File: src/rtl/fetch_pkg.sv
// Shared types and constants for the fetch-result queue: instruction width,
// branch-type encodings, the predictor/fetch packet layouts and a clog2 helper.
package fetch_pkg;

  localparam int INST_W = 32;
  localparam int BT_W   = 4;

  typedef enum logic [BT_W-1:0] {
    BT_NONE   = 4'd0,
    BT_BRANCH = 4'd1,
    BT_JAL    = 4'd2,
    BT_JALR   = 4'd3,
    BT_CALL   = 4'd4,
    BT_RET    = 4'd5
  } branch_type_e;

  function automatic int clog2(input int value);
    int r;
    r = 0;
    while ((32'sd1 <<< r) < value) begin
      r = r + 1;
    end
    return r;
  endfunction

  localparam int DEF_FETCH_WIDTH = 4;
  localparam int DEF_ADDR_W      = 64;
  localparam int DEF_SEL_W       = clog2(DEF_FETCH_WIDTH);

  typedef struct packed {
    logic                  valid;
    logic [DEF_ADDR_W-1:0] target;
    logic [BT_W-1:0]       branch_type;
    logic [DEF_SEL_W-1:0]  select;
    logic                  taken;
  } branch_predict_pack_t;

  typedef struct packed {
    logic [DEF_FETCH_WIDTH-1:0]        valids;
    logic [DEF_ADDR_W-1:0]             pc;
    logic [INST_W*DEF_FETCH_WIDTH-1:0] insts;
    branch_predict_pack_t              bpp;
  } fetch_pack_t;

endpackage

File: src/rtl/fetch_slot_mask.sv
// Per-slot valid mask of a fetch block: slots before the PC offset are dropped,
// and slots after a taken predicted or presolved branch are cut off.
module fetch_slot_mask
  import fetch_pkg::*;
#(
  parameter  int FETCH_WIDTH = 4,
  localparam int SEL_W       = clog2(FETCH_WIDTH)
) (
  input  logic [SEL_W-1:0]       offset,
  input  logic                   predict_valid,
  input  logic                   predict_taken,
  input  logic [SEL_W-1:0]       predict_select,
  input  logic                   presolve_valid,
  input  logic                   presolve_taken,
  input  logic [SEL_W-1:0]       presolve_select,
  output logic [FETCH_WIDTH-1:0] valids
);

  logic predict_cut;
  logic presolve_cut;

  assign predict_cut  = predict_valid & predict_taken;
  assign presolve_cut = presolve_valid & presolve_taken;

  // Each slot must lie inside [offset, first taken branch].
  always_comb begin
    valids = {FETCH_WIDTH{1'b0}};
    for (int i = 0; i < FETCH_WIDTH; i++) begin
      valids[i] = (SEL_W'(i) >= offset)
                & (~predict_cut  | (SEL_W'(i) <= predict_select))
                & (~presolve_cut | (SEL_W'(i) <= presolve_select));
    end
  end

endmodule

File: src/rtl/fetch_res_queue.sv
// Fetch-result stage: masks the incoming fetch block and buffers the resulting
// packets in a DEPTH-entry FIFO that decode drains with ready/valid.
module fetch_res_queue
  import fetch_pkg::*;
#(
  parameter  int FETCH_WIDTH = 4,
  parameter  int DEPTH       = 4,
  parameter  int ADDR_W      = 64,
  localparam int SEL_W       = clog2(FETCH_WIDTH),
  localparam int CNT_W       = clog2(DEPTH + 1)
) (
  input  logic                          clock,
  input  logic                          reset,
  input  logic                          io_i_flush,
  input  logic                          io_i_stall,
  input  logic                          io_i_fetch_valid,
  output logic                          io_o_fetch_ready,
  input  logic [ADDR_W-1:0]             io_i_pc,
  input  logic [INST_W*FETCH_WIDTH-1:0] io_i_fetch_res,
  input  logic                          io_i_branch_predict_pack_valid,
  input  logic [ADDR_W-1:0]             io_i_branch_predict_pack_target,
  input  logic [BT_W-1:0]               io_i_branch_predict_pack_branch_type,
  input  logic [SEL_W-1:0]              io_i_branch_predict_pack_select,
  input  logic                          io_i_branch_predict_pack_taken,
  input  logic                          io_i_branch_presolve_pack_valid,
  input  logic                          io_i_branch_presolve_pack_taken,
  input  logic [SEL_W-1:0]              io_i_branch_presolve_pack_select,
  output logic                          io_o_fetch_pack_valid,
  input  logic                          io_i_fetch_pack_ready,
  output logic [FETCH_WIDTH-1:0]        io_o_fetch_pack_bits_valids,
  output logic [ADDR_W-1:0]             io_o_fetch_pack_bits_pc,
  output logic [INST_W*FETCH_WIDTH-1:0] io_o_fetch_pack_bits_insts,
  output logic                          io_o_fetch_pack_bits_branch_predict_pack_valid,
  output logic [ADDR_W-1:0]             io_o_fetch_pack_bits_branch_predict_pack_target,
  output logic [BT_W-1:0]               io_o_fetch_pack_bits_branch_predict_pack_branch_type,
  output logic [SEL_W-1:0]              io_o_fetch_pack_bits_branch_predict_pack_select,
  output logic                          io_o_fetch_pack_bits_branch_predict_pack_taken,
  output logic [CNT_W-1:0]              io_o_count
);

  localparam int PTR_W = clog2(DEPTH);
  localparam int LOW_W = SEL_W + 2;

  typedef struct packed {
    logic [FETCH_WIDTH-1:0]        valids;
    logic [ADDR_W-1:0]             pc;
    logic [INST_W*FETCH_WIDTH-1:0] insts;
    logic                          bpp_valid;
    logic [ADDR_W-1:0]             bpp_target;
    logic [BT_W-1:0]               bpp_branch_type;
    logic [SEL_W-1:0]              bpp_select;
    logic                          bpp_taken;
  } entry_t;

  entry_t mem [DEPTH];

  logic [PTR_W-1:0]       head;
  logic [PTR_W-1:0]       tail;
  logic [CNT_W-1:0]       count;
  logic [FETCH_WIDTH-1:0] slot_valids;
  logic [ADDR_W-1:0]      aligned_pc;
  entry_t                 in_entry;
  entry_t                 head_entry;
  logic                   enq;
  logic                   deq;

  fetch_slot_mask #(
    .FETCH_WIDTH (FETCH_WIDTH)
  ) u_slot_mask (
    .offset          (io_i_pc[SEL_W+1:2]),
    .predict_valid   (io_i_branch_predict_pack_valid),
    .predict_taken   (io_i_branch_predict_pack_taken),
    .predict_select  (io_i_branch_predict_pack_select),
    .presolve_valid  (io_i_branch_presolve_pack_valid),
    .presolve_taken  (io_i_branch_presolve_pack_taken),
    .presolve_select (io_i_branch_presolve_pack_select),
    .valids          (slot_valids)
  );

  assign aligned_pc = io_i_pc & ~{{(ADDR_W-LOW_W){1'b0}}, {LOW_W{1'b1}}};

  assign in_entry.valids          = slot_valids;
  assign in_entry.pc              = aligned_pc;
  assign in_entry.insts           = io_i_fetch_res;
  assign in_entry.bpp_valid       = io_i_branch_predict_pack_valid;
  assign in_entry.bpp_target      = io_i_branch_predict_pack_target;
  assign in_entry.bpp_branch_type = io_i_branch_predict_pack_branch_type;
  assign in_entry.bpp_select      = io_i_branch_predict_pack_select;
  assign in_entry.bpp_taken       = io_i_branch_predict_pack_taken;

  // Ready ignores a same-cycle dequeue, so a full queue stalls fetch for a cycle.
  assign io_o_fetch_ready      = (count != CNT_W'(DEPTH));
  assign io_o_fetch_pack_valid = (count != {CNT_W{1'b0}}) & ~io_i_flush;
  assign io_o_count            = count;

  assign enq = io_i_fetch_valid & ~io_i_stall & ~io_i_flush & io_o_fetch_ready
             & (|slot_valids);
  assign deq = io_o_fetch_pack_valid & io_i_fetch_pack_ready;

  // Packet storage, written on enqueue only and deliberately left unreset.
  always_ff @(posedge clock) begin
    if (enq) begin
      mem[tail] <= in_entry;
    end
  end

  // Head/tail pointers and occupancy; flush empties the queue in one cycle.
  always_ff @(posedge clock or posedge reset) begin
    if (reset) begin
      head  <= {PTR_W{1'b0}};
      tail  <= {PTR_W{1'b0}};
      count <= {CNT_W{1'b0}};
    end else if (io_i_flush) begin
      head  <= {PTR_W{1'b0}};
      tail  <= {PTR_W{1'b0}};
      count <= {CNT_W{1'b0}};
    end else begin
      if (enq) begin
        tail <= tail + PTR_W'(1);
      end
      if (deq) begin
        head <= head + PTR_W'(1);
      end
      case ({enq, deq})
        2'b10:   count <= count + CNT_W'(1);
        2'b01:   count <= count - CNT_W'(1);
        default: count <= count;
      endcase
    end
  end

  assign head_entry = mem[head];

  assign io_o_fetch_pack_bits_valids                          = head_entry.valids;
  assign io_o_fetch_pack_bits_pc                              = head_entry.pc;
  assign io_o_fetch_pack_bits_insts                           = head_entry.insts;
  assign io_o_fetch_pack_bits_branch_predict_pack_valid       = head_entry.bpp_valid;
  assign io_o_fetch_pack_bits_branch_predict_pack_target      = head_entry.bpp_target;
  assign io_o_fetch_pack_bits_branch_predict_pack_branch_type = head_entry.bpp_branch_type;
  assign io_o_fetch_pack_bits_branch_predict_pack_select      = head_entry.bpp_select;
  assign io_o_fetch_pack_bits_branch_predict_pack_taken       = head_entry.bpp_taken;

endmodule

File: config.mk
export PLATFORM = sky130hd
export DESIGN_NAME = fetch_res_queue
export DESIGN_NICKNAME = d
export VERILOG_FILES = /design/src/rtl/fetch_pkg.sv /design/src/rtl/fetch_slot_mask.sv /design/src/rtl/fetch_res_queue.sv
export SDC_FILE = /design/constraint.sdc
export NUM_CORES = 1
export LEC_CHECK = 0
export BUFFER_PORTS_ARGS = -buffer_cell sky130_fd_sc_hd__buf_2
export CELL_PAD_IN_SITES_DETAIL_PLACEMENT = 1
export CELL_PAD_IN_SITES_GLOBAL_PLACEMENT = 2
export CORE_MARGIN = 5
export CORE_UTILIZATION = 40
export DETAILED_ROUTE_END_ITERATION = 10
export PLACE_DENSITY = 0.77
export SYNTH_ARGS = -nofsm -noshare
export SYNTH_HDL_FRONTEND = slang
export SYNTH_SLANG_ARGS = --single-unit
File: constraint.sdc
create_clock -name clock -period 7.27 [get_ports clock]
set_clock_uncertainty 0.1 [all_clocks]
set_input_delay 1.454 -clock clock [delete_from_list [all_inputs] [get_ports clock]]
set_output_delay 1.454 -clock clock [all_outputs]
set_load 0.01 [all_outputs]
==> results.txt, run 1 <==
- For the final routed database, the setup TNS stands at 0 ns.
* Reg power frac: 46.5%
- In this run the tightest slew margin relative to its limit is 23.41%.
* Yosys Warn Count: 0
- The total area inside the core boundary comes to between 0.09 and 0.1 mm2.
- Path type of the worst setup path: reg2out
- Gp weighted congestion: around 0.74
- Max-slew violation count: 0
- Total overflow reported by the global router: 0
- Total CTS buffers: around 110
- Detailed router's first-iteration violation count: 1132
- The clock network is responsible for 37.2% of the overall power.
- The area growth from synthesis to layout is 20.75%.
* Hold violation count in the final report: 0
* Post-Synth Adder-Cell Area: less than 1%
- The mapped netlist covers 0.03857 mm2.
* Depth of the CTS H-tree: 3
- By area, the combinational part of the netlist is dominated by multiplexers.
- Setup slack closes at roughly 2.4 ns.
* Horiz. Die Dim: 320.5 um
* Pin count of the biggest net entering global routing: 146
- Data arrives at the worst endpoint at 3.34 ns.
* Max-capacitance violation count: 0
- The initial antenna violation count was 18.
- Of all nets on the critical path, the largest fanout is 45.
- Internal power comes to 11.38 mW.
- Setup Viol. Count Final: 0
* Share of cell area taken by muxes after synthesis: 15.52%
- At the end of the flow, the number of nets in the layout was 2349.
* Pwr/cell area: approximately 320 mW/mm2
- Setup crit end kind: primary output
* Overall die area: 0.1027 mm2
* Type of the worst min-delay path: reg2reg
- The first global-routing pass estimated 130900 um of wire.
- Unique cell type count in the Yosys netlist: 35
- Derived from the worst setup path, the maximum achievable clock frequency is 0.2044 GHz.
- TritonCTS clock tree: yes
* # fillers: roughly 8600
* EDFF count, synth: 1056
- Net switching fraction of the power: approximately 24%
- Via count of the first global-routing pass: 19568
- Shortest clock period the worst path allows after layout: 4.893 ns
- Post-route DRC violation count: 0
- Registers take 0.03189 mm2.
* Share of total power in combinational logic: 16.3%
- Post-Place Worst Slack: between 2 and 3 ns
- The post-route netlist has a little under half of its cells at a drive strength greater than 1.
- The flow ran to the end, and the final reports show no timing, DRC or antenna violations.
- Setup repair after global routing left no endpoint under its margin.
- Detailed placement finished with a half-perimeter wire length of 56320 um.
- The detail route stage leaves a number of antenna-violating nets equal to 0.
- After synthesis, the share of flip-flops with an asynchronous set or reset is less than 1%.
- Total Wirelength: 88400 um
- Global routing used 17.00% of the available tracks.
* Most instantiated flip-flop cell in the synthesis netlist: sky130_fd_sc_hd__edfxtp_1
* Hold bufs inserted after CTS: 0
- Clock-pin slew was measured on the worst setup and hold paths at roughly 0.060 ns.
* Wire length per cell: 25.66 um
* Actual transition at the worst max-transition pin: about 1.1 ns
- The analysis attributes to cell leakage a power of 15.27 nW.
- CTS Root Cell: sky130_fd_sc_hd__clkbuf_16
- The design draws 15.02 mW.
- Clock tree buffer depth: 3
* Clk sinks: 1063
- Gate Count Post-Synth: 1456
- Using the TritonRoute via totals, the vias-per-cell ratio works out to 5.109.
- Startpoint types: flop
- Most frequent cells in the layout: 1056 x sky130_fd_sc_hd__edfxtp_1, 540 x sky130_fd_sc_hd__buf_2, 264 x sky130_fd_sc_hd__mux4_2
- For this design the total switching power over the nets is 3.643 mW.
- Util after Layout: 48.87%
- The initial utilization of the core area, before any placement, comes to about 40%.
- The floorplan has 113 rows.
- The pre-antenna-repair detailed-routing pass consisted of 4 iterations.
- Hold is met by approximately 0.50 ns.
* Max rail drop VDD: 304.7 uV
* Average cell area after synthesis: 26.49 um2
- In this run the post-CTS setup repair buffer count came out at 0.
- Final cycle utilization of the critical path: ~67%
* Part of the Yosys area used for sequential elements: 82.68%
- The synthesized netlist devotes less than 1% of its cell area to simple gates.
- Overall die height: 320.5 um
- The final route contains approximately 18000 vias.
* Share of the synthesized area in compound gates (AO/OA/AOI/OAI): 0.2595%
- 547 I/O pins were placed.
* Synthesized flop and latch total: approximately 1100
- Most common library cell in the layout ignoring fill and taps: sky130_fd_sc_hd__edfxtp_1
- Critical path required time: around 5.7 ns
- PortBufs: 540
* Xor-xnor portion of the synthesized cell area: less than 1%
* CTS resizes: 0
* Clock Latency Late Sink: roughly 0.7 ns
- Summing all multi-input logic gate instances after layout gives 0.006366 mm2.
## through the flow
| step | cells | area [um2] |
|---|---|---|
| global placement | 3225 | 42910 |
| detailed placement | 3225 | 42910 |
| finish | 3445 | 46570 |
| CTS | 3430 | 46530 |
| global route | 3435 | 46540 |
| floorplan | 1459 | 38580 |
## final timing paths
| kind | start | end | slack, ns | cells past startpoint |
|---|---|---|---|---|
| setup / recovery | head[0] | io_o_fetch_pack_bits_insts[67] | 2.38 | 3 |
| hold / removal | tail[1] | tail[1] | 0.50 | 2 |
| setup reg to reg | io_o_count[1] | mem[1][160] | 4.05 | 6 |
| hold reg to reg | tail[1] | tail[1] | 0.50 | 2 |
| max in group asynchronous | reset | head[1] | 6.21 | 2 |
| min in group asynchronous | reset | tail[1] | 0.59 | 2 |
## cell usage after synthesis (2+ instances only)
library cell,number,area [um2]
sky130_fd_sc_hd__clkbuf_1,18,67.56
sky130_fd_sc_hd__dfrtp_1,7,175.2
sky130_fd_sc_hd__ha_1,4,50.05
sky130_fd_sc_hd__buf_4,5,37.54
sky130_fd_sc_hd__inv_1,8,30.03
sky130_fd_sc_hd__and2_1,5,31.28
sky130_fd_sc_hd__nor2_1,11,41.29
sky130_fd_sc_hd__mux2i_1,4,40.04
sky130_fd_sc_hd__nand2_1,7,26.28
sky130_fd_sc_hd__buf_1,13,48.80
sky130_fd_sc_hd__edfxtp_1,1056,31710
sky130_fd_sc_hd__mux4_2,264,5946
sky130_fd_sc_hd__o21ai_0,2,10.01
sky130_fd_sc_hd__xnor2_1,2,17.52
sky130_fd_sc_hd__buf_2,28,140.1
sky130_fd_sc_hd__nand3_1,2,10.01
sky130_fd_sc_hd__o22ai_1,2,12.51
## critical path, stage by stage (launching register included)
cell and delay (ns):
sky130_fd_sc_hd__dfrtp_4 1.08, sky130_fd_sc_hd__buf_4 0.77, sky130_fd_sc_hd__mux4_2 0.61, sky130_fd_sc_hd__buf_2 0.16
## logic make-up after synthesis
| kind of cell | after synthesis |
|---|---|
| XOR/XNOR | 3 |
| other | 1 |
| adder cells (fa/ha/maj) | 6 |
| buffers and inverters | 73 |
| multiplexers | 268 |
| AO/OA/AOI/OAI | 13 |
| flip-flops | 1063 |
| AND/OR/NAND/NOR | 29 |
## state kept, by name (all words and copies together), names as in the netlist
name / flops
tail: 2
head: 2
io_o_count: 3
mem: 1056
## layout make-up
| class | instances | share of cell area, % |
|---|---|---|
| multi-input cells | 323 | 13.67 |
| inverters | 8 | 0.06448 |
| clock inverters | 80 | 1.795 |
| diodes | 15 | 0.08060 |
| repair buffers | 566 | 6.518 |
| flip-flops and latches | 1063 | 68.49 |
| clock buffers | 125 | 5.986 |
| well taps | 1265 | 3.399 |
## power groups by stage
stage	registers, mW	logic [mW]	clock network (mW)
detailed placement	7.13	2.51	0
global route	7.01	2.62	6.05
finish	6.99	2.45	5.58
CTS	7.00	2.52	5.74
floorplan	7.05	1.60	0
global placement	7.11	2.48	0
## layer usage
| layer | vias up | GRT usage (%) | share of wire, % |
|---|---|---|---|
| li1 | 7590 | - | - |
| met1 | 9380 | 20.02 | 37 |
| met2 | 492 | 30.70 | 54 |
| met3 | 137 | 4.288 | 5.9 |
| met4 | 2 | 5.447 | 3.1 |
| met5 | - | 0 | 0.015 |
(Power assumes the default switching activity.)
==> inputs of run 2 (changes only) <==
--- a/config.mk
+++ b/config.mk
@@ -11,7 +11,7 @@
 export CORE_MARGIN = 5
 export CORE_UTILIZATION = 40
 export DETAILED_ROUTE_END_ITERATION = 10
-export PLACE_DENSITY = 0.77
+export PLACE_DENSITY = 0.75
 export SYNTH_ARGS = -nofsm -noshare
 export SYNTH_HDL_FRONTEND = slang
 export SYNTH_SLANG_ARGS = --single-unit
==> constraint.sdc (replaced) <==
create_clock -name clock -period 5 [get_ports clock]
set_clock_uncertainty 0.1 [all_clocks]
set_input_delay 1 -clock clock [delete_from_list [all_inputs] [get_ports clock]]
set_output_delay 1 -clock clock [all_outputs]
set_load 0.01 [all_outputs]
==> run 2 against run 1 <==
Compared with the run above:
- non-clock buffer count grew 38
- core utilization increased by 0.41 points
- die area did not move
- combinational power increased by 53%
- largest cell class unchanged
- register-to-register slack got worse by 2.0 ns
- routed wire length is 2.8% higher
- sequential share of layout area shrank 0.57 points
- critical path depth rose by 1
- design area increased by 0.84%
- cell count increased by 1.2%
- global-route usage is 0.54 points higher
- critical path type unchanged
- flip-flop and latch count did not move
==> results.txt, run 2 (same netlist as run 1, synthesis figures left out) <==
* Highest-utilization routing layer at the global route stage: met2
- The met2 routing resource usage after global routing was 30.95% (+0.25 points).
- Reg-to-Reg End: mem[3][208]
- Overall die height: 320.5 um (unchanged)
- Critical path required time: 3.90 ns (-1.82 ns)
* Util after Layout: 49.28% (+0.41 points)
- The routed wire length per instance came to 26.07 um (+1.6%).
* Antenna-violating nets left: 0 (unchanged)
* Pwr/cell area: 461.4 mW/mm2 (+43%)
* Total overflow reported by the global router: 0 (unchanged)
- The global-route wire length before repair is 134800 um (+3.0%).
* Detailed-router iteration count before antenna repair: 4 (unchanged)
- TritonCTS built the clock tree.
* Max Freq: 0.2529 GHz
* CTS resizes: 0 (unchanged)
- The maximum vdd drop was 340.2 uV (+12%).
* Total Wirelength: 90900 um (+2.8%)
- Leaving out fill and tap cells, the most frequent cells in the layout are 1056 x sky130_fd_sc_hd__edfxtp_1, 540 x sky130_fd_sc_hd__buf_2, 264 x sky130_fd_sc_hd__mux4_2.
- Hold bufs inserted after CTS: 0 (unchanged)
- Largest fanout of any net on the critical path: 39 (-13%)
- Slew Limit Headroom: 40.82% (+17 points)
- Clock slew seen by the registers of the worst setup and hold paths: 0.06 ns (about the same)
- Setup repair after global routing missed its margin: false
* Horiz. Die Dim: 320.5 um (unchanged)
* Via count of the first global-routing pass: 19912 (+1.8%)
* Final net count: 2388 (+1.7%)
- Post-CTS setup buffer count: 0 (unchanged)
- The final standard cell area without fillers came to 0.04696 mm2 (+0.84%).
* Leakage power of the design: 15.43 nW (+1.0%)
- Depth of the CTS H-tree: 3 (unchanged)
* Global-route usage over all layers: 17.55% (+0.54 points)
- The number of buffers on the longest clock path was 3 (unchanged).
- Layout Area Growth over Synthesis: 21.77%
* Shortest clock period the worst path allows after layout: 3.954 ns
- The worst reg-to-reg setup slack came to 2.03 ns (-2.02 ns).
- Core Area: 0.09529 mm2 (unchanged)
- Leaving out fill and tap cells, the most frequent cell in the layout is sky130_fd_sc_hd__edfxtp_1.
- The fraction of met1 tracks used by global routing came to 21.25% (+1.2 points).
* Last element of the critical path: io_o_fetch_pack_bits_insts[18]
- Clock Latency Late Sink: 0.68 ns (about the same)
* Crit-path cells: buf_12 -> buf_4 -> mux4_2 -> buf_2
* Hold Slack: 0.1633 ns (-0.3337 ns)
- Post-route DRC violation count: 0 (unchanged)
* Setup Viol. Count Final: 0 (unchanged)
* Total half-perimeter wirelength after legalization and detailed placement: 60520 um (+7.5%)
- Actual transition at the worst max-transition pin: 0.8877 ns (-0.2611 ns)
- Flip-flop count of the largest register, all copies and words added: 1056 (unchanged)
- The routability-driven placement congestion ratio is 0.7619 (+2.3%).
* Count of cells along the worst register-to-register path: 6 (unchanged)
- Clk sinks: 1063 (unchanged)
- Register Area: 0.03189 mm2 (unchanged)
- The worst register-to-register path begins at io_o_count[0].
- Post-Place Worst Slack: 0.9624 ns (-1.546 ns)
- Detailed router's first-iteration violation count: 1408 (+24%)
- Largest reg by FF count: mem
* Number of vias per cell after detailed routing: 5.117 (+0.15%)
* CTS Root Cell: sky130_fd_sc_hd__clkbuf_16
- The data arrival time at the worst-slack endpoint was 2.85 ns (-0.49 ns).
- STA classifies the critical path endpoint as a primary output.
* Initial core utilization: 40.47% (unchanged)
- The longest individual stage delay on the worst path is 0.57 ns (-0.51 ns).
- The maximum number of pins on one net before global-route repair came to 60 (-59%).
- Share of cells above drive strength 1: 46.64% (about the same)
- The setup path with the least slack is of type reg2out.
- Area of the multi-input gates: 0.006366 mm2 (unchanged)
- The total count of max-transition violations in the final report came to 0 (unchanged).
- The most critical setup path has its startpoint at head[0].
* Placement-stage cell area: 0.04346 mm2 (+1.3%)
- The max-capacitance violation count came to 0 (unchanged).
- Startpoint types: flop
* Total CTS buffers: 109 (+0.93%)
- The total via count after detailed routing is 17837 (+1.3%).
- I/O pin count: 547 (unchanged)
* Status: finished, final reports clean
- The min-delay analysis places its worst path in the category in2async.
* # fillers: 8588 (-0.12%)
- Global routing usage on met3: 3.758% (-0.53 points)
* Hold violation count in the final report: 0 (unchanged)
* Initial antenna violation count: 27 (+9)
- Number of rows in the core area: 113 (unchanged)
* Sum of internal, switching and leakage power: 21.67 mW (+44%)
* Final Worst Setup Slack: 1.046 ns (-1.331 ns)
- Final cycle utilization of the critical path: 79.07%
- Slowest-stage cell, CP: sky130_fd_sc_hd__dfrtp_4
* Overall die area: 0.1027 mm2 (unchanged)
- PortBufs: 540 (unchanged)
[run 2: cell count changes in the layout (fill, tap and decap cells not counted), moves of 3 or more]
cell                        delta
sky130_fd_sc_hd__inv_16        +3
sky130_fd_sc_hd__clkinv_2     -14
sky130_fd_sc_hd__clkinv_1      +4
sky130_fd_sc_hd__diode_2       +6
sky130_fd_sc_hd__buf_12       +21
sky130_fd_sc_hd__buf_4        +17
sky130_fd_sc_hd__clkbuf_1     +15
sky130_fd_sc_hd__clkinv_4      -4
sky130_fd_sc_hd__bufinv_16     -7
[run 2: final cells by class]
class | count | area share [%]
Sequential cell | 1063 | 67.92
Multi-Input combinational cell | 323 | 13.56
Timing Repair Buffer | 604 | 7.631
Clock buffer | 141 | 6.109
Tap cell | 1265 | 3.370
Clock inverter | 61 | 1.242
Antenna cell | 21 | 0.1119
Inverter | 8 | 0.06395
[run 2: through the flow]
step / cells / setup TNS [ns]
2_1_floorplan: 1459 / -727.75
3_3_place_gp: 3263 / 0
3_5_place_dp: 3263 / 0
4_1_cts: 3465 / 0
5_1_grt: 3480 / 0
6_report: 3486 / 0
[run 2: metal layers]
metal | wire [um] | part of all wire, %
met2 | 49620 | 55
met1 | 33360 | 37
met4 | 2668 | 2.9
met3 | 5226 | 5.7
met5 | 23 | 0.025
[run 2: how the worst min path moves through the flow]
stage                       start            end  cells after the start
after floorplan           tail[1]        tail[1]                      2
final                       reset  io_o_count[2]                      2
after global placement    tail[1]        tail[1]                      2
after CTS                   reset        tail[1]                      2
after detailed placement  tail[1]        tail[1]                      2
after global routing        reset  io_o_count[2]                      2
[run 2: critical path: cells and delay by family, from the launching register on]
family / cells / cell delay, ns
buf+inv: 3 / 0.91
flops: 1 / 0.57
mux: 1 / 0.57
[run 2: where the power goes]
| group | leakage [nW] | total [mW] | switching [mW] | internal, mW |
|---|---|---|---|---|
| sequential | 9.62 | 10.1 | 0.0974 | 9.99 |
| clock | 1.68 | 7.84 | 3.31 | 4.52 |
| combinational | 4.13 | 3.74 | 1.95 | 1.79 |
